==> src/rtl/oe_bcm_timer.sv <==
// Binary-code-modulation output-enable timer: blank guard, plane-weighted ON time, OFF remainder.
// Define OE_BCM_DIMMING_EN to scale the ON time by dim_level; otherwise the whole plane period is ON.
module oe_bcm_timer #(
    parameter int                          BRIGHTNESS_WIDTH = 6,
    parameter int                          BASE_TICKS_WIDTH = 8,
    parameter logic [BASE_TICKS_WIDTH-1:0] BASE_TICKS       = 8'd4,
    parameter logic [3:0]                  BLANK_TICKS      = 4'd2
) (
    input  logic                        clk_in,
    input  logic                        reset,
    input  logic                        latch_strobe,
    input  logic [BRIGHTNESS_WIDTH-1:0] brightness_mask,
    input  logic [7:0]                  dim_level,
    output logic                        output_enable,
    output logic                        busy,
    output logic                        plane_done,
    output logic [2:0]                  plane_index
);

    localparam int TW = BASE_TICKS_WIDTH + BRIGHTNESS_WIDTH;
    localparam logic [TW-1:0] BLANK_LOAD = TW'(BLANK_TICKS) - TW'(1);

    typedef enum logic [1:0] {
        ST_IDLE,
        ST_BLANK,
        ST_ON,
        ST_OFF
    } state_t;

    state_t        state_q, state_d;
    logic [TW-1:0] cnt_q, cnt_d;
    logic [TW-1:0] on_q, on_d;
    logic [TW-1:0] off_q, off_d;
    logic [2:0]    idx_q, idx_d;
    logic          oe_q, busy_q, done_q;
    logic          done_d;

    logic [2:0]    idx_c;
    logic [TW-1:0] total_c;
    logic [TW-1:0] on_c;
    logic [TW-1:0] off_c;
    logic          capture_c;

    // Lowest set bit wins for multi-hot masks.
    always_comb begin
        idx_c = '0;
        for (int i = BRIGHTNESS_WIDTH - 1; i >= 0; i--) begin
            if (brightness_mask[i]) idx_c = 3'(i);
        end
    end

    assign total_c   = TW'(BASE_TICKS) << idx_c;
    assign capture_c = latch_strobe && (|brightness_mask);

`ifdef OE_BCM_DIMMING_EN
    logic [TW+7:0] prod_c;
    assign prod_c = (TW+8)'(total_c) * (TW+8)'({1'b0, dim_level} + 9'd1);
    assign on_c   = TW'(prod_c >> 8);
    assign off_c  = total_c - on_c;
`else
    logic unused_dim;
    assign unused_dim = ^dim_level;
    assign on_c       = total_c;
    assign off_c      = '0;
`endif

    always_comb begin
        state_d = state_q;
        cnt_d   = cnt_q;
        on_d    = on_q;
        off_d   = off_q;
        idx_d   = idx_q;
        done_d  = 1'b0;
        // A valid strobe always wins, including an abort of a running plane.
        if (capture_c) begin
            state_d = ST_BLANK;
            cnt_d   = BLANK_LOAD;
            on_d    = on_c;
            off_d   = off_c;
            idx_d   = idx_c;
        end else begin
            case (state_q)
                ST_BLANK: begin
                    if (cnt_q != '0) begin
                        cnt_d = cnt_q - TW'(1);
                    end else if (on_q != '0) begin
                        state_d = ST_ON;
                        cnt_d   = on_q - TW'(1);
                    end else if (off_q != '0) begin
                        state_d = ST_OFF;
                        cnt_d   = off_q - TW'(1);
                    end else begin
                        state_d = ST_IDLE;
                        done_d  = 1'b1;
                    end
                end
                ST_ON: begin
                    if (cnt_q != '0) begin
                        cnt_d = cnt_q - TW'(1);
                    end else if (off_q != '0) begin
                        state_d = ST_OFF;
                        cnt_d   = off_q - TW'(1);
                    end else begin
                        state_d = ST_IDLE;
                        done_d  = 1'b1;
                    end
                end
                ST_OFF: begin
                    if (cnt_q != '0) begin
                        cnt_d = cnt_q - TW'(1);
                    end else begin
                        state_d = ST_IDLE;
                        done_d  = 1'b1;
                    end
                end
                default: begin
                    state_d = ST_IDLE;
                end
            endcase
        end
    end

    always_ff @(posedge clk_in or posedge reset) begin
        if (reset) begin
            state_q <= ST_IDLE;
            cnt_q   <= '0;
            on_q    <= '0;
            off_q   <= '0;
            idx_q   <= '0;
            oe_q    <= 1'b0;
            busy_q  <= 1'b0;
            done_q  <= 1'b0;
        end else begin
            state_q <= state_d;
            cnt_q   <= cnt_d;
            on_q    <= on_d;
            off_q   <= off_d;
            idx_q   <= idx_d;
            oe_q    <= (state_d == ST_ON);
            busy_q  <= (state_d != ST_IDLE);
            done_q  <= done_d;
        end
    end

    assign output_enable = oe_q;
    assign busy          = busy_q;
    assign plane_done    = done_q;
    assign plane_index   = idx_q;

endmodule

==> config.mk <==
export PLATFORM = sky130hd
export DESIGN_NAME = oe_bcm_timer
export DESIGN_NICKNAME = d
export VERILOG_FILES = /design/src/rtl/oe_bcm_timer.sv
export SDC_FILE = /design/constraint.sdc
export NUM_CORES = 1
export LEC_CHECK = 0
export CORE_MARGIN = 1.5
export CORE_UTILIZATION = 50
export CTS_CLUSTER_DIAMETER = 30
export CTS_CLUSTER_SIZE = 24
export DETAILED_ROUTE_END_ITERATION = 12
export PLACE_DENSITY_LB_ADDON = 0.2
export SLEW_MARGIN = 20
export SYNTH_ARGS = -nofsm -noshare
export SYNTH_HDL_FRONTEND = slang
export SYNTH_SLANG_ARGS = --single-unit
==> constraint.sdc <==
create_clock -name clk_in -period 1.9 [get_ports clk_in]
set_clock_uncertainty 0.1 [all_clocks]
set_input_delay 0.19 -clock clk_in [delete_from_list [all_inputs] [get_ports clk_in]]
set_output_delay 0.19 -clock clk_in [all_outputs]
set_load 0.01 [all_outputs]
==> metrics.md, run 1 <==
| Metric | Value |
|---|---|
| Final instance area | `0.00276 mm²` |
| Worst slew margin | `0.692` |
| Final Cycle Share | `1.06` |
| Syn_area_per_cell | `~9 µm²` |
| Netlist cell types | `54` |
| WL/cell | `between 20 and 25 µm` |
| Initial DRC Count | `approximately 250` |
| Cell Area, Placed | `~0.0024 mm²` |
| Sw frac | `0.423` |
| H-Tree Depth | `2` |
| Worst Setup SP | `on_q[2]` |
| Worst Setup Path Type | `flop to flop` |
| TritonRoute pass-1 iters | `7` |
| Vias per cell | `around 6.5` |
| Worst Hold Class | `input pin to flop` |
| Status | `finished with violations` |
| Switching Power | `around 1.9 mW` |
| Max-slew violation count | `0` |
| Post-DP HPWL | `3650 µm` |
| Clock Pin Slew Worst Setup and Hold Paths | `0.06 ns` |
| Setup WS post-layout | `-0.114 ns` |
| Largest net degree at the start of global routing | `28` |
| Data arrival time of the worst path | `between 2 and 2.5 ns` |
| Most common cell after layout, fill and taps aside | `buf_4` |
| Overflow after GRT | `0` |
| Initial antenna violation count | `0` |
| Int Power | `2.54 mW` |
| CP Max Fanout | `6` |
| Core ar. | `between 0.003 and 0.004 mm²` |
| Post-synth EDFFs | `0` |
| Cells after synthesis | `~200` |
| GRT Total Usage | `0.287` |
| Drc violations | `0` |
| Final antenna-violating net count | `0` |
| Placed insts | `300` |
| Maximum capacitance violations | `0` |
| Hold_sp | `brightness_mask[0]` |
| Sequential share of power | `0.224` |
| Die area | `0.00409 mm²` |
| F_max | `497 MHz` |
| Fin crit period | `2.01 ns` |
| Number of global-route vias before repair | `1896` |
| Fillers | `between 200 and 250` |
| Post-synthesis sequential element count | `30` |
| Layout Cells excl Fill | `323` |
| Fin util | `0.802` |
| I/O pin count | `23` |
| CTS buffer count | `5` |
| Clock Power Share | `0.144` |
| P per Cell Area | `roughly 1600 mW/mm²` |
| CTS tree | `yes` |
| Port buffer count | `14` |
| Comb power frac | `0.631` |
| Clock Path Buffers | `2` |
| Critical Path Source Type | `flop` |
| Ys flop type | `dfrtp_1` |
| Reg-to-Reg Start | `on_q[2]` |
| Initial core utilization | `0.540` |
| Sink Count | `30` |
| Tightest Pin Transition | `about 0.46 ns` |
| YS warnings | `0` |
| Die W | `between 60 and 70 µm` |
| Final wirelength | `about 6600 µm` |
| GP Congestion | `0.833` |
| Clock Latency Late Sink | `between 0.2 and 0.3 ns` |
| Root Buffer | `clkbuf_8` |
| Worst EP required | `just under 2 ns` |
| Sequential share of the synthesized area | `0.404` |
| Leakage power | `~1.2 nW` |
| Via count | `around 2.1k` |
| Failing checks | `negative setup slack` |
| Fin nets | `a little under 300` |
| Maximum vdd drop | `around 0.87 mV` |
| P&R area growth vs syn | `48.6%` |
| Crit. End Element | `flop` |
| First-pass GRT wire length | `9010 µm` |
| Layout cells sized above 1 | `0.365` |
| Mapped Nets | `between 200 and 250` |
| ANT cells | `0` |
| Final hold viol count | `0` |
| Most frequent cells in the layout | `53 x buf_4, 30 x dfrtp_1, 19 x nor2_1` |
| Cell Area, Synth | `around 0.0019 mm²` |
| Cell Rows | `21` |
| Die height | `64.0 µm` |
| Final setup viols | `9` |
| RSZ-0062 raised after global routing | `true` |
| Asr flop ratio synth | `1.00` |
| Pre-CTS setup slack | `-0.389 ns` |
-- synth_stat cells, types with 2 or more instances --
| master | n | area share |
|---|---|---|
| nor2_1 | 19 | 0.038 |
| nor4b_1 | 2 | 0.0094 |
| ha_1 | 4 | 0.027 |
| a211oi_1 | 2 | 0.0081 |
| buf_6 | 2 | 0.012 |
| o2bb2ai_1 | 2 | 0.0094 |
| o31a_1 | 3 | 0.014 |
| nand3_1 | 3 | 0.0081 |
| nand2_1 | 17 | 0.034 |
| a21oi_1 | 14 | 0.038 |
| o21ai_0 | 14 | 0.038 |
| xor2_1 | 3 | 0.014 |
| clkbuf_1 | 2 | 0.0040 |
| o22ai_1 | 4 | 0.013 |
| o22ai_2 | 2 | 0.013 |
| nor3_1 | 8 | 0.022 |
| buf_4 | 3 | 0.012 |
| nand3b_1 | 3 | 0.012 |
| xnor2_1 | 2 | 0.0094 |
| nand4_1 | 2 | 0.0067 |
| buf_2 | 3 | 0.0081 |
| o31ai_1 | 2 | 0.0081 |
| dfrtp_1 | 30 | 0.40 |
| nor3b_1 | 3 | 0.012 |
| and2_1 | 3 | 0.010 |
| o211ai_1 | 4 | 0.016 |
| nor4_1 | 6 | 0.020 |
| a22oi_1 | 3 | 0.012 |
| mux2i_1 | 2 | 0.011 |
| inv_1 | 11 | 0.022 |
-- metal layers --
metal | track usage | vias to the layer above | routed length, µm
li1 | - | 892 | -
met1 | 0.332 | 1009 | 2320
met2 | 0.513 | 159 | 3350
met3 | 0.0511 | 54 | 586
met4 | 0.130 | 0 | 380
met5 | 0 | - | 0
-- power groups by stage --
stage	Clock, mW	Combinational, mW	Sequential [mW]
global placement	0	1.96	0.936
floorplan	0	1.23	0.926
detailed placement	0	2.00	0.949
CTS	0.644	2.20	0.954
finish	0.636	2.78	0.989
global route	0.665	2.91	1.00
-- worst paths after layout --
check / depth (start not counted) / slack (ns) / end
min reg2reg: 2 / 0.40 / plane_index[0]
max reg2reg: 7 / -0.11 / cnt_q[1]
min: 4 / 0.29 / on_q[2]
max in group asynchronous: 4 / 0.56 / plane_done
min in group asynchronous: 3 / 0.55 / plane_index[0]
max: 7 / -0.11 / cnt_q[1]
-- registers in the layout (all words and copies together) (netlist names) --
register and cells:
busy 1, cnt_q 14, on_q 8, output_enable 1, plane_done 1, plane_index 3, state_q 2
-- worst max-delay path: stages, from the launching register on --
cell	delay [ns]
dfrtp_1	0.42
inv_1	0.10
ha_1	0.28
a31oi_4	0.20
o22ai_2	0.11
buf_6	0.15
buf_6	0.13
a211oi_1	0.38
-- cells by family after synthesis --
kind of cell | Yosys count | share of synthesized area
and+or+nand+nor | 79 | 0.245
xor gates and xnor gates | 5 | 0.0236
adders and majority gates | 4 | 0.0269
DFF | 30 | 0.404
muxes | 2 | 0.0108
buffers and inverters | 21 | 0.0586
AOI/OAI and AO/OA | 61 | 0.231
-- repair_timing --
action	CTS	global route
endpoints found under the hold margin	3	0
pin swaps	11	13
cloned	0	1
endpoints found under the setup margin	16	16
resized for setup	17	27
hold buffers	1	0
setup buffers	8	7
-- stage by stage --
stage	setup TNS (ns)	hold WS [ns]	power, mW
final	-0.435	0.293	4.41
after global routing	-1.16	0.361	4.58
after CTS	-0.00147	0.292	3.80
after detailed placement	-5.37	0.279	2.95
after global placement	-3.90	0.271	2.89
after floorplan	0	0.181	2.16
-- cell type report --
cell class | instances | area [µm²] | share of cell area
well taps | 46 | 57.6 | 0.0208
clock inverters | 1 | 30.0 | 0.0109
flip-flops and latches | 30 | 751 | 0.272
multi-input cells | 151 | 1160 | 0.419
repair buffers | 77 | 648 | 0.235
inverters | 11 | 41.3 | 0.0150
clock buffers | 7 | 76.3 | 0.0276
Note: power is estimated with default switching activity, not from simulation.
==> run 2: changes to the inputs <==
Settings changed: SETUP_SLACK_MARGIN set to 0.3.
==> metrics.md, run 2 (synthesis gave the netlist of run 1 again) <==
| Metric | Value |
|---|---|
| Largest net degree at the start of global routing | `31` |
| Crit. End Element | `flop` |
| Initial core utilization | `0.540` |
| Hold Buf Count CTS | `0` |
| Sw frac | `0.424` |
| Sink Count | `30` |
| ANT cells | `0` |
| Worst R2R Setup Slack | `-0.07 ns` |
| Clock Power Share | `0.123` |
| Clock Pin Slew Worst Setup and Hold Paths | `about 0.07 ns` |
| Worst Hold Class | `input pin to async pin` |
| Pre-CTS setup slack | `-0.321 ns` |
| I/O pin count | `23` |
| CP Max Fanout | `4` |
| P per Cell Area | `1540 mW/mm²` |
| Number of global-route vias before repair | `approximately 2.0k` |
| Most frequent cells in the layout | `52 x buf_4, 30 x dfrtp_1, 19 x nor2_1` |
| Critical Path Source Type | `flop` |
| Vias per cell | `around 6.3` |
| Final Cycle Share | `1.03` |
| Port buffer count | `14` |
| Cell Area, Placed | `approximately 0.0024 mm²` |
| Root Buffer | `clkbuf_8` |
| Leakage power | `around 1.3 nW` |
| First-pass GRT wire length | `roughly 9600 µm` |
| Worst EP required | `slightly below 2 ns` |
| Fin nets | `between 200 and 300` |
| Worst Setup Path Type | `flop to flop` |
| Failing checks | `negative setup slack` |
| Via count | `around 2.0k` |
| Top reg by flops | `cnt_q` |
| Clock Latency Late Sink | `approximately 0.28 ns` |
| Comb power frac | `0.651` |
| Sequential share of power | `0.226` |
| Clock Path Buffers | `2` |
| Die height | `roughly 64 µm` |
| Int Power | `between 2 and 3 mW` |
| Overflow after GRT | `0` |
| Final wirelength | `between 6000 and 7000 µm` |
| Maximum vdd drop | `~0.86 mV` |
| Layout cells sized above 1 | `0.399` |
| Final setup viols | `9` |
| GP Congestion | `between 0.8 and 0.9` |
| Tightest Pin Transition | `between 0.4 and 0.5 ns` |
| Maximum capacitance violations | `0` |
| Setup WS post-layout | `-0.0664 ns` |
| WL/cell | `slightly below 20 µm` |
| CTS buffer count | `5` |
| Pwr Total | `about 4.4 mW` |
| CTS tree | `yes` |
| Drc violations | `0` |
| Cell Rows | `21` |
| Initial DRC Count | `approximately 230` |
| Switching Power | `~1.9 mW` |
| Final antenna-violating net count | `0` |
| Post-DP HPWL | `about 3700 µm` |
| Final hold viol count | `0` |
| Initial antenna violation count | `0` |
| Core ar. | `around 0.0034 mm²` |
| Max reg flops | `14` |
| TritonRoute pass-1 iters | `5` |
| Worst slew margin | `0.730` |
| Max-slew violation count | `0` |
| Die W | `about 64 µm` |
| P&R area growth vs syn | `53.4%` |
| H-Tree Depth | `2` |
| GRT Total Usage | `0.302` |
| Data arrival time of the worst path | `around 2.0 ns` |
| F_max | `509 MHz` |
| Setup TNS | `-0.236 ns` |
| RSZ-0062 raised after global routing | `true` |
| Fin crit period | `roughly 2.0 ns` |
| Most common cell after layout, fill and taps aside | `buf_4` |
| Die area | `a little over 0.004 mm²` |
| Final instance area | `about 0.0029 mm²` |
| Fin util | `0.828` |
| Status | `finished with violations` |
## run 2: cell types whose count changed in the layout (fill, tap and decap cells not counted), moves of 2 or more
cell and change:
dlygate4sd2_1 -2, o21ai_0 -2, nor4_2 +4, ha_1 +2, nor4_1 -3, nand2_1 -2
clkdlybuf4s15_1 +3
## run 2: metal layers
metal	part of all wire	vias up	track usage
met5	0	-	0
met4	0.055	0	0.128
met3	0.065	43	0.0511
met2	0.50	127	0.529
met1	0.37	981	0.365
li1	-	895	-
## run 2: path summary, 6_finish.rpt
kind / from / endpoint / depth (start not counted)
worst max register to register: cnt_q[0] / cnt_q[12] / 10
worst min-delay path: reset / plane_index[0] / 3
max in group asynchronous: reset / output_enable / 3
worst max-delay path: cnt_q[0] / cnt_q[12] / 10
min in group clk_in: brightness_mask[0] / on_q[2] / 4
worst min register to register: plane_index[1] / plane_index[1] / 2
## run 2: worst max-delay path: stages (launching register included)
cell,delay (ns)
dfrtp_1,0.39
inv_2,0.09
buf_4,0.10
buf_4,0.09
ha_1,0.16
nand2b_1,0.09
nor4_2,0.21
buf_4,0.20
nand3_1,0.12
a22oi_2,0.18
o32ai_1,0.09
## run 2: what timing repair did
action	4_1_cts	5_1_grt
buffers inserted	8	5
resized for setup	32	21
pin swaps	8	7
cloned	2	1
setup endpoints to repair	29	26
## run 2: power groups by stage
| stage | Clock [mW] | Sequential (mW) | Combinational (mW) |
|---|---|---|---|
| after detailed placement | 0 | 0.964 | 2.10 |
| after global placement | 0 | 0.950 | 2.05 |
| final | 0.540 | 0.996 | 2.87 |
| after global routing | 0.563 | 1.01 | 3.04 |
| after CTS | 0.535 | 0.969 | 2.46 |
| after floorplan | 0 | 0.942 | 1.32 |
## run 2: area by class of cell
| cell class | instances | area [µm²] |
|---|---|---|
| repair buffers | 78 | 717 |
| fillers | 184 | 592 |
| clock inverters | 1 | 5.00 |
| clock buffers | 7 | 86.3 |
| multi-input cells | 151 | 1190 |
| well taps | 46 | 57.6 |
| flip-flops and latches | 30 | 751 |
| inverters | 11 | 41.3 |
## run 2: stage by stage
stage,hold slack [ns],cells
3_5_place_dp,0.364,300
3_3_place_gp,0.364,300
2_1_floorplan,0.181,202
5_1_grt,0.243,324
6_report,0.173,324
4_1_cts,0.197,318
